[src/rtl/seq_alu_if.sv]
// rtl/seq_alu_if.sv - request/response bundle between an ALU client and seq_alu
// Purpose: groups the start/operand request and the done/result/flags response.
// Signals: start, opA, opB, opcode (client to ALU); ready, done, result, carry,
//          overflow, zero (ALU to client).
// Modports: master = client side, slave = ALU side.
interface seq_alu_if #(
  parameter int d_Width = 8
);
  logic               start;
  logic [d_Width-1:0] opA;
  logic [d_Width-1:0] opB;
  logic [2:0]         opcode;
  logic               ready;
  logic               done;
  logic [d_Width-1:0] result;
  logic               carry;
  logic               overflow;
  logic               zero;

  modport master (
    output start, opA, opB, opcode,
    input  ready, done, result, carry, overflow, zero
  );

  modport slave (
    input  start, opA, opB, opcode,
    output ready, done, result, carry, overflow, zero
  );
endinterface

[src/rtl/seq_alu.sv]
// rtl/seq_alu.sv - handshaked sequential ALU with an iterative one-bit-per-cycle shifter
// Purpose: accepts an operation while ready, executes add/sub/logic in one cycle,
//          shifts one bit per cycle, then pulses done with registered result/flags.
// Ports: clk  - rising-edge clock
//        rst  - asynchronous active-high reset
//        bus  - seq_alu_if.slave (start/opA/opB/opcode in; ready/done/result/
//               carry/overflow/zero out)
// Build option: ALU_ROTATE_EN makes opcode 111 rotate-left by (opB mod d_Width);
//               without it opcode 111 returns zero.
module seq_alu #(
  parameter int d_Width = 8
) (
  input  logic     clk,
  input  logic     rst,
  seq_alu_if.slave bus
);
  localparam int CW = $clog2(d_Width + 1);
  localparam logic [d_Width-1:0] W_VAL   = d_Width'(d_Width);
  localparam logic [CW-1:0]      CNT_MAX = CW'(d_Width);

`ifdef ALU_ROTATE_EN
  localparam bit rot_en = 1'b1;
`else
  localparam bit rot_en = 1'b0;
`endif

  localparam logic [2:0] OP_ADD = 3'b000;
  localparam logic [2:0] OP_SUB = 3'b001;
  localparam logic [2:0] OP_AND = 3'b010;
  localparam logic [2:0] OP_OR  = 3'b011;
  localparam logic [2:0] OP_XOR = 3'b100;
  localparam logic [2:0] OP_SHL = 3'b101;
  localparam logic [2:0] OP_SHR = 3'b110;
  localparam logic [2:0] OP_ROT = 3'b111;

  typedef enum logic [1:0] {IDLE, EXEC, SHIFT, DONE} state_t;

  state_t             state, state_n;
  logic [d_Width-1:0] a_q, b_q, work, result_q;
  logic [2:0]         op_q;
  logic [CW-1:0]      cnt;
  logic               shout, carry_q, ovf_q, zero_q;
  logic               ready_c, done_c;

  logic [d_Width:0]   sum, diff;
  logic [d_Width-1:0] exec_res;
  logic               exec_c, exec_v, is_shift, is_rot;

  // Single-cycle datapath; evaluated from the latched operands in EXEC.
  always_comb begin
    sum      = {1'b0, a_q} + {1'b0, b_q};
    diff     = {1'b0, a_q} - {1'b0, b_q};
    exec_res = '0;
    exec_c   = 1'b0;
    exec_v   = 1'b0;
    is_rot   = rot_en && (op_q == OP_ROT);
    is_shift = (op_q == OP_SHL) || (op_q == OP_SHR) || is_rot;
    case (op_q)
      OP_ADD: begin
        exec_res = sum[d_Width-1:0];
        exec_c   = sum[d_Width];
        exec_v   = (a_q[d_Width-1] == b_q[d_Width-1]) && (sum[d_Width-1] != a_q[d_Width-1]);
      end
      OP_SUB: begin
        exec_res = diff[d_Width-1:0];
        exec_c   = diff[d_Width];  // wraps to 1 exactly when A < B unsigned
        exec_v   = (a_q[d_Width-1] != b_q[d_Width-1]) && (diff[d_Width-1] != a_q[d_Width-1]);
      end
      OP_AND:  exec_res = a_q & b_q;
      OP_OR:   exec_res = a_q | b_q;
      OP_XOR:  exec_res = a_q ^ b_q;
      default: exec_res = '0;
    endcase
  end

  always_ff @(posedge clk or posedge rst) begin
    if (rst) state <= IDLE;
    else     state <= state_n;
  end

  always_comb begin
    state_n = state;
    ready_c = 1'b0;
    done_c  = 1'b0;
    case (state)
      IDLE: begin
        ready_c = 1'b1;
        if (bus.start) state_n = EXEC;
      end
      EXEC:  state_n = is_shift ? SHIFT : DONE;
      SHIFT: if (cnt == '0) state_n = DONE;
      DONE: begin
        done_c  = 1'b1;
        state_n = IDLE;
      end
      default: state_n = IDLE;
    endcase
  end

  always_ff @(posedge clk or posedge rst) begin
    if (rst) begin
      a_q      <= '0;
      b_q      <= '0;
      op_q     <= '0;
      work     <= '0;
      cnt      <= '0;
      shout    <= 1'b0;
      result_q <= '0;
      carry_q  <= 1'b0;
      ovf_q    <= 1'b0;
      zero_q   <= 1'b0;
    end else begin
      case (state)
        IDLE: if (bus.start) begin
          a_q  <= bus.opA;
          b_q  <= bus.opB;
          op_q <= bus.opcode;
        end
        EXEC: if (is_shift) begin
          work  <= a_q;
          shout <= 1'b0;
          if (is_rot)             cnt <= CW'(b_q % W_VAL);
          else if (b_q >= W_VAL)  cnt <= CNT_MAX;  // shifting past the width just empties the word
          else                    cnt <= CW'(b_q);
        end else begin
          result_q <= exec_res;
          carry_q  <= exec_c;
          ovf_q    <= exec_v;
          zero_q   <= (exec_res == '0);
        end
        SHIFT: if (cnt == '0) begin
          result_q <= work;
          carry_q  <= shout;
          ovf_q    <= 1'b0;
          zero_q   <= (work == '0);
        end else begin
          cnt <= cnt - 1'b1;
          if (op_q == OP_SHR) begin
            work  <= {1'b0, work[d_Width-1:1]};
            shout <= work[0];
          end else begin
            // Rotate feeds the outgoing MSB back into the LSB; plain shl zero-fills.
            work  <= {work[d_Width-2:0], is_rot ? work[d_Width-1] : 1'b0};
            shout <= work[d_Width-1];
          end
        end
        default: ;
      endcase
    end
  end

  assign bus.ready    = ready_c;
  assign bus.done     = done_c;
  assign bus.result   = result_q;
  assign bus.carry    = carry_q;
  assign bus.overflow = ovf_q;
  assign bus.zero     = zero_q;
endmodule

[src/flat_wrapper.sv]
// flat-port wrapper written by rule: the top's interface ports become plain ports
module seq_alu_flat 
#(
  parameter int d_Width = 8
)
  (clk, rst, bus_start, bus_opA, bus_opB, bus_opcode, bus_ready, bus_done, bus_result, bus_carry, bus_overflow, bus_zero);
  seq_alu_if #(.d_Width(d_Width)) bus_i ();
  input  logic clk;
  input  logic rst;
  input wire logic [$bits(bus_i.start)-1:0] bus_start;
  input wire logic [$bits(bus_i.opA)-1:0] bus_opA;
  input wire logic [$bits(bus_i.opB)-1:0] bus_opB;
  input wire logic [$bits(bus_i.opcode)-1:0] bus_opcode;
  output wire logic [$bits(bus_i.ready)-1:0] bus_ready;
  output wire logic [$bits(bus_i.done)-1:0] bus_done;
  output wire logic [$bits(bus_i.result)-1:0] bus_result;
  output wire logic [$bits(bus_i.carry)-1:0] bus_carry;
  output wire logic [$bits(bus_i.overflow)-1:0] bus_overflow;
  output wire logic [$bits(bus_i.zero)-1:0] bus_zero;
  assign bus_i.start = bus_start;
  assign bus_i.opA = bus_opA;
  assign bus_i.opB = bus_opB;
  assign bus_i.opcode = bus_opcode;
  assign bus_ready = bus_i.ready;
  assign bus_done = bus_i.done;
  assign bus_result = bus_i.result;
  assign bus_carry = bus_i.carry;
  assign bus_overflow = bus_i.overflow;
  assign bus_zero = bus_i.zero;
  seq_alu #(.d_Width(d_Width)) u_core (.clk(clk), .rst(rst), .bus(bus_i));
endmodule
[config.mk]
export PLATFORM = sky130hd
export DESIGN_NAME = seq_alu_flat
export DESIGN_NICKNAME = d
export VERILOG_FILES = /design/src/rtl/seq_alu_if.sv /design/src/rtl/seq_alu.sv /design/src/flat_wrapper.sv
export SDC_FILE = /design/constraint.sdc
export NUM_CORES = 1
export LEC_CHECK = 0
export ABC_CLOCK_PERIOD_IN_PS = 2250
export CORE_ASPECT_RATIO = 0.7
export CORE_MARGIN = 8
export CORE_UTILIZATION = 52
export DETAILED_ROUTE_END_ITERATION = 10
export GPL_TIMING_DRIVEN = 0
export PLACE_DENSITY_LB_ADDON = 0.3
export REMOVE_ABC_BUFFERS = 1
export SLEW_MARGIN = 20
export SYNTH_ARGS = -nofsm -noshare
export SYNTH_HDL_FRONTEND = slang
export SYNTH_SLANG_ARGS = --single-unit
[constraint.sdc]
create_clock -name clk -period 2.25 [get_ports clk]
set_input_delay 0.45 -clock clk [delete_from_list [all_inputs] [get_ports clk]]
set_output_delay 0.45 -clock clk [all_outputs]
set_load 0.1 [all_outputs]
# == Word level (Yosys, flattened, before mapping) ==
# Cells that the tools add are included.
# word_totals
register_bits,45
latch_bits,0
mem_bits_rw,0
mem_bits_ro,0
out_inout_bits,13
mem_count,0
# op_classes
add_sub_neg,3
n_mul,0
div_mod_pow,0
magnitude_cmp,1
n_eq_ne,18
shift,0
mux,33
n_bitwise,3
reduce_logical,13
# ops
op,count
2-to-1 mux 8 bit,5
case mux 8 bit (5 select lines),1
case mux 8 bit (2 select lines),2
logical NOT 8 bit,2
2-to-1 mux 1 bit,12
2-to-1 mux 4 bit,3
case mux 1 bit (2 select lines),6
adder 8 x 8 -> 9 bit,1
"== test 3 bit, second input constant",3
subtractor 8 x 8 -> 9 bit,1
bitwise AND 8 bit,1
"greater-or-equal comparator 8 x 4 -> 1 bit, second input constant",1
bitwise OR 8 bit,1
case mux 2 bit (4 select lines),1
case mux 4 bit (2 select lines),1
XOR 8 bit,1
"== test 3 x 2 -> 1 bit, second input constant",2
"!= test 2 bit, second input constant",3
AND reduction 3 bit,2
"== test 2 bit, second input constant",2
logical NOT 4 bit,1
2-to-1 mux 2 bit,2
"!= test 2 x 1 -> 1 bit, second input constant",2
AND reduction 2 bit,2
other kinds (10),13

# == Logic depth before layout (Yosys ltp) ==
# Gate-level depths: netlist of the first run.
# depth
depth_word,6
mapped_depth,10

# == Least setup slack after synthesis of the first run ==
# OpenSTA, ideal clock, no wires.
# synth_timing
kind,flip-flop to flip-flop
start,register u_core.state[0]
end,register u_core.a_q[0]
setup_time_ns,0.125
arrival_ns,2.377
required_ns,2.125
setup_slack_ns,-0.251
path_stages_with_launch,6
n_path_buf,1
period_less_slack_ns,2.501
path_cell_list,dfrtp_1 -> inv_1 -> ha_1 -> nand2_1 -> clkbuf_1 -> mux2_2
# synth_between
elab_chain_len,2
# synth_rtl
item,line,text
from (decl),seq_alu.sv:38,"state_t state, state_n;"
from (signal assigned),seq_alu.sv:78,else state <= state_n;
logical NOT 2 bit,seq_alu.sv:113,case (state)
AND reduction 2 bit (no line),n/a,
to (signal assigned),seq_alu.sv:115,a_q <= bus.opA;
to (decl),seq_alu.sv:39,"logic [d_Width-1:0] a_q, b_q, work, result_q;"
# Every way passes these cells.
# A chain may end at the register's enable or synchronous reset.

# == Worst setup path after layout of the first run ==
# layout_timing
start,register u_core.b_q[0]
end,register u_core.zero_q (netlist: u_core.bus.zero)
# layout_between
elab_chain_len,5
elab_cells_between_ends,9
cone_classes,2 x add/sub; 3 x mux; 3 x bitwise; 1 x reduce/logical
# layout_rtl
item,line,text
from (decl),seq_alu.sv:39,
from (signal assigned),seq_alu.sv:116,b_q <= bus.opB;
"subtractor 8 x 8 -> 9 bit, or another cell as far along",seq_alu.sv:52,"diff = {1'b0, a_q} - {1'b0, b_q};"
case mux 8 bit (5 select lines) *,seq_alu.sv:58,case (op_q)
logical NOT 8 bit *,seq_alu.sv:129,zero_q <= (exec_res == '0);
2-to-1 mux 1 bit *,seq_alu.sv:119,EXEC: if (is_shift) begin
case mux 1 bit (2 select lines) *,seq_alu.sv:113,
to (signal assigned),seq_alu.sv:129,
to (signal assigned),seq_alu.sv:135,zero_q <= (work == '0);
to (decl),seq_alu.sv:42,"logic shout, carry_q, ovf_q, zero_q;"
# Mark *: on every way between the ends. The rest lies on a longest branch, timed or not. The select of a mux whose other input is x is not followed.

==> results.md, run 1 <==
- Synth Area per Inst: 8.74 um^2
- Critical path, cell by cell: ha_4 > fa_2 > o21ba_4 > or4_4 > o211ai_4 > mux2i_1 > o21ai_2 > nor4_2 > a221o_1
- R2R Setup Slk: -290 ps
- CTS clk-pin slew, worst paths: 90 ps
- Fill cell count: 553
- Worst setup path end: u_core.bus.zero
- Core Rows: 24
- Hpwl dp: 5880 um
- DRC viols: 0
- Die height: 82.9 um
- Post-synth ARST share: 100%
- Nets: 469
- CTS tree: yes
- Crit path from: u_core.b_q[0]
- Least-Margin Pin Slew: 972 ps
- First-pass GRT wire length: 13600 um
- Main flop type after synthesis: dfrtp_1
- Clk_lat worst skew: 310 ps
- Initial antenna violation count: 0
- Post-Place Setup Slack: -464 ps
- Core Area: 6220 um^2
- Starting Density: 53.4%
- Die width: 112 um
- Most frequent cells in the layout: nand2_1 (44), dfrtp_1 (37), o21ai_0 (31), inv_1 (29), mux2_2 (24)
- Max-Cap Viols: 0
- Clock sinks: 45
- Max incr delay on CP: 450 ps
- I/O pin total: 35
- Post-Synthesis Cells: 380
- R2r worst-path depth: 9
- CP arrival: 2740 ps
- Worst R2R Start: u_core.b_q[0]
- Outcome: finished with violations
- Global route total overflow: 0
- Violated checks: negative setup slack
- Pin count of the biggest net entering global routing: 43
- Seq. cell area: 1140 um^2
- Post-synth EDFFs: 0
- Crit Path Class: reg -> reg
- Unrepaired setup endpoints after global routing: yes
- Slew margin rel.: 35.1%
- Clock buffer depth: 2
- TritonCTS buffer count: 5
- Library cells used by synthesis: 54
- Via/cell ratio: 5.97
- # diodes: 0
- Reg-to-reg critical path endpoint: u_core.bus.zero
- Clock skew: 11.6 ps
- Register area share after synthesis: 33.9%
- Tmin final: 2540 ps
- Antenna-violating nets left: 0
- Number of global-route vias before repair: 2713
- Hold Vio Cnt, Final: 0
- Iter 0 DRT Violations: 151
- Final Wtd Congestion: 0.913
- Worst setup EP type: flip-flop
- Top cells by area, synth: dfrtp_1 (34%), ha_1 (11%), mux2_2 (8.1%), o21ai_0 (5.7%), nand2_1 (5.0%)
- Detailed Routing Iterations Pass 1: 5
- Post-synthesis cell area: 3320 um^2
- CP required: 2450 ps
- Slew Limit Fails: 0
- Port Buf Inserts: 34
- Register bit count reported by yosys: 45
- WP depth: 9
- Synth warn: 0
- Routed len/inst: 17.7 um
- Area delta synth->final: 24.1%
- Fmax: 0.394 GHz
- CP Buf/Inv Count: 0
- Share of cells above drive strength 1: 23.7%
- H-tree levels: 2
- Worst Path Max Fanout: 4
- Final setup viols: 4
- Most common cell after layout, fill and taps aside: nand2_1
- Yosys top cell area share: 33.9%
- DR vias: 2956
- Area of the multi-input gates: 2200 um^2
- Crit path max-delay family: compound AO/OA/AOI/OAI gates
- GR Util All Layers: 17.7%
- Setup ws final: -290 ps
- Die Area: 9240 um^2
- Worst setup SP type: flip-flop
- Post-CTS Hold Buffers: 0
- Final WL: 8750 um
- Crit path max-delay cell type: dfrtp_2
- Part of the cycle the worst path needs: 113%
- Hold Path Class: in -> async
- CTS root buf: clkbuf_8
- Post-synth top area cell: dfrtp_1
## logic make-up after synthesis
group,share of synthesized area (%)
AOI/OAI and AO/OA,20.7
and+or+nand+nor,15.0
buffers and inverters,6.63
DFF,33.9
muxes,11.1
adders and majority gates,12.1
xor gates and xnor gates,0.527
## sequential cells by signal, indices dropped and copies added, names as in the netlist
name,cells
u_core.bus.carry,1
u_core.op_q,3
u_core.state,2
u_core.work,8
u_core.b_q,8
u_core.bus.result,8
u_core.bus.overflow,1
u_core.shout,1
u_core.a_q,8
u_core.cnt,4
u_core.bus.zero,1
## layout make-up
cell class                      count  share of cell area (%)
Multi-Input combinational cell    283                    53.4
Sequential cell                    45                    27.6
Timing Repair Buffer               49                    11.0
Inverter                           32                    2.91
Tap cell                           78                    2.37
Clock buffer                        6                    1.76
Clock inverter                      2                   0.941
## worst min path at each step
stage / cells past startpoint / to
floorplan: 2 / u_core.shout
global placement: 2 / u_core.bus.result[6]
detailed placement: 2 / u_core.bus.result[6]
CTS: 2 / u_core.a_q[7]
global route: 2 / u_core.a_q[2]
finish: 2 / u_core.a_q[2]
## repair_timing
action	4_1_cts	5_1_grt
gates cloned	0	1
gates resized for setup	37	44
buffers inserted	7	5
pin swaps	7	14
setup endpoints to repair	35	21
endpoints found under the hold margin	0	0
## per-layer routing
| metal | GRT usage, % | routed length [um] |
|---|---|---|
| met5 | 0 | 0 |
| met4 | 3.96 | 99 |
| met3 | 3.54 | 512 |
| met2 | 26.1 | 3820 |
| met1 | 25.7 | 4320 |
## synth_stat cells (4+ instances only)
| library cell | instances |
|---|---|
| inv_1 | 32 |
| nor2_1 | 25 |
| nor2b_1 | 5 |
| o211ai_1 | 5 |
| o31ai_1 | 4 |
| nand2_1 | 44 |
| clkbuf_1 | 13 |
| nand3_1 | 6 |
| dfrtp_1 | 45 |
| a21oi_1 | 22 |
| ha_1 | 29 |
| a31oi_1 | 5 |
| nand3b_1 | 4 |
| mux2_2 | 24 |
| o21ai_0 | 38 |
| mux2i_1 | 10 |
| buf_2 | 5 |
| nand2b_1 | 5 |
## stage by stage
step                      std cells  hold slack, ps  setup TNS, ps  instance area [um^2]  util, %
after CTS                       489             446           -686                  3930     63.3
after floorplan                 359             450         -11700                  3220        -
after global placement          471             454         -35960                  3660     58.9
after detailed placement        474             466          -6550                  3690     59.4
final                           495             439           -834                  4120     66.3
after global routing            495             473          -1310                  4120     66.3
Power of run 1 is not shown: default switching activity piles up to over one toggle a cycle in this logic, so the estimate is an artifact.
==> run 2: changes to the inputs <==
Settings changed: ABC_CLOCK_PERIOD_IN_PS 2250 to 2950, CORE_MARGIN 8 to not set, CORE_UTILIZATION 52 to 62.
Clock period 2.25 ns to 2.95 ns, I/O delays scaled along.
==> run 2 against run 1 <==
Effect of this change: clock-buffer cell count unchanged; flip-flop and latch count unchanged; highest routed layer unchanged; worst setup slack better by 410 ps; global-route usage up 12 points; die area down 39%; the run now ends clean.
==> results.md, run 2 (synthesis gave the netlist of run 1 again) <==
- TritonCTS buffer count: 5
- # diodes: 0
- Via/cell ratio: 6.10
- DRC viols: 0
- Max-Cap Viols: 0
- Final setup TNS: 0 ps
- Post-CTS Setup Inserts: 0
- Area delta synth->final: 14.7%
- First-pass GRT wire length: 13000 um
- H-tree levels: 2
- Most common cell after layout, fill and taps aside: dfrtp_1
- Detailed Routing Iterations Pass 1: 5
- Final design utilization: 76.7%
- Outcome: finished, final reports clean
- Clock skew: 11.7 ps
- Crit Path Class: reg -> out
- CTS tree: yes
- Pin count of the biggest net entering global routing: 43
- Core Area: 4970 um^2
- Slew Limit Fails: 0
- Final WL: 7810 um
- Max incr delay on CP: 1150 ps
- Iter 0 DRT Violations: 194
- CP required: 2360 ps
- Die height: 63.2 um
- Initial antenna violation count: 0
- Final setup viols: 0
- Clock sinks: 45
- Hold Vio Cnt, Final: 0
- Fmax: 0.353 GHz
- Tmin final: 2830 ps
- Core Rows: 21
- CTS root buf: clkbuf_8
- Hpwl dp: 5520 um
- Number of global-route vias before repair: 2707
- Worst setup EP type: output port
- Crit path max-delay cell type: clkdlybuf4s50_1
- Worst Path Max Fanout: 6
- Port Buf Inserts: 34
- Least-Margin Pin Slew: 961 ps
- Most frequent cells in the layout: dfrtp_1 (45), nand2_1 (44), o21ai_0 (38), clkdlybuf4s50_1 (34), inv_1 (31)
- Final Wtd Congestion: 0.976
- Share of cells above drive strength 1: 10.4%
- Starting Density: 66.9%
- I/O pin total: 35
- Slew margin rel.: 35.8%
- Critical path, cell by cell: inv_1 > ha_1 > clkdlybuf4s50_1
- Die Area: 5660 um^2
- GR Util All Layers: 30.1%
- Routed len/inst: 16.5 um
- Part of the cycle the worst path needs: 96.1%
- Clock buffer depth: 2
- Die width: 89.5 um
- Global route total overflow: 0
- Antenna-violating nets left: 0
- Nets: 456
- Worst setup SP type: flip-flop
- Clk_lat worst skew: 310 ps
- Hold Path Class: reg -> reg
- DR vias: 2883
- CTS clk-pin slew, worst paths: 90 ps
- Post-CTS Hold Buffers: 0
- CP arrival: 2240 ps
-- run 2: cell types whose count changed in the layout (fill, tap and decap cells not counted), moves of 7 or more --
cell,change
o21ai_0,+7
buf_4,-10
dfrtp_2,-7
dlygate4sd2_1,-9
dfrtp_1,+8
ha_1,+7
clkdlybuf4s50_1,+13
-- run 2: area by class of cell --
type                            count  area, um^2
Sequential cell                    45        1130
Inverter                           32         120
Fill cell                         390        1160
Tap cell                           69        86.3
Clock inverter                      2        38.8
Clock buffer                        6        72.6
Timing Repair Buffer               37         375
Multi-Input combinational cell    282        1990
-- run 2: layer usage --
layer / vias to the layer above / global-route usage [%] / share of wire [%]
met5: - / 0 / 0
met4: 0 / 8.53 / 1.6
met1: 1355 / 42.6 / 45
met2: 130 / 46.5 / 45
met3: 14 / 6.29 / 7.9
li1: 1384 / - / -
-- run 2: path summary, 6_finish.rpt --
| kind | from | endpoint | slack (ps) | cells past startpoint |
|---|---|---|---|---|
| max | u_core.state[0] | bus_ready | 120 | 3 |
| min | u_core.bus.result[6] | u_core.bus.result[6] | 480 | 2 |
| max reg2reg | u_core.b_q[0] | u_core.bus.zero | 160 | 9 |
| min reg2reg | u_core.bus.result[6] | u_core.bus.result[6] | 480 | 2 |
| max in group asynchronous | rst | u_core.work[1] | 1890 | 3 |
| min in group asynchronous | rst | u_core.a_q[7] | 580 | 2 |
-- run 2: what timing repair did --
action	4_1_cts	5_1_grt
endpoints found under the hold margin	0	0
gates resized for setup	0	2
endpoints found under the setup margin	0	1
-- run 2: stage by stage --
stage          instance area [um^2]  cells  hold slack (ps)  worst slack (ps)
2_1_floorplan                  3220    359              450              83.0
3_3_place_gp                   3650    462              449              -728
3_5_place_dp                   3690    465              464               191
4_1_cts                        3800    473              483               133
5_1_grt                        3810    473              530             -36.6
6_report                       3810    473              479               116
-- run 2: worst max-delay path, delay by kind of cell (launching register included) --
kind	cells	cell delay, ps
buffers and inverters	2	1260
flip-flops	1	460
adder cells (fa/ha/maj)	1	220
Power of run 2 is left out for the same reason.
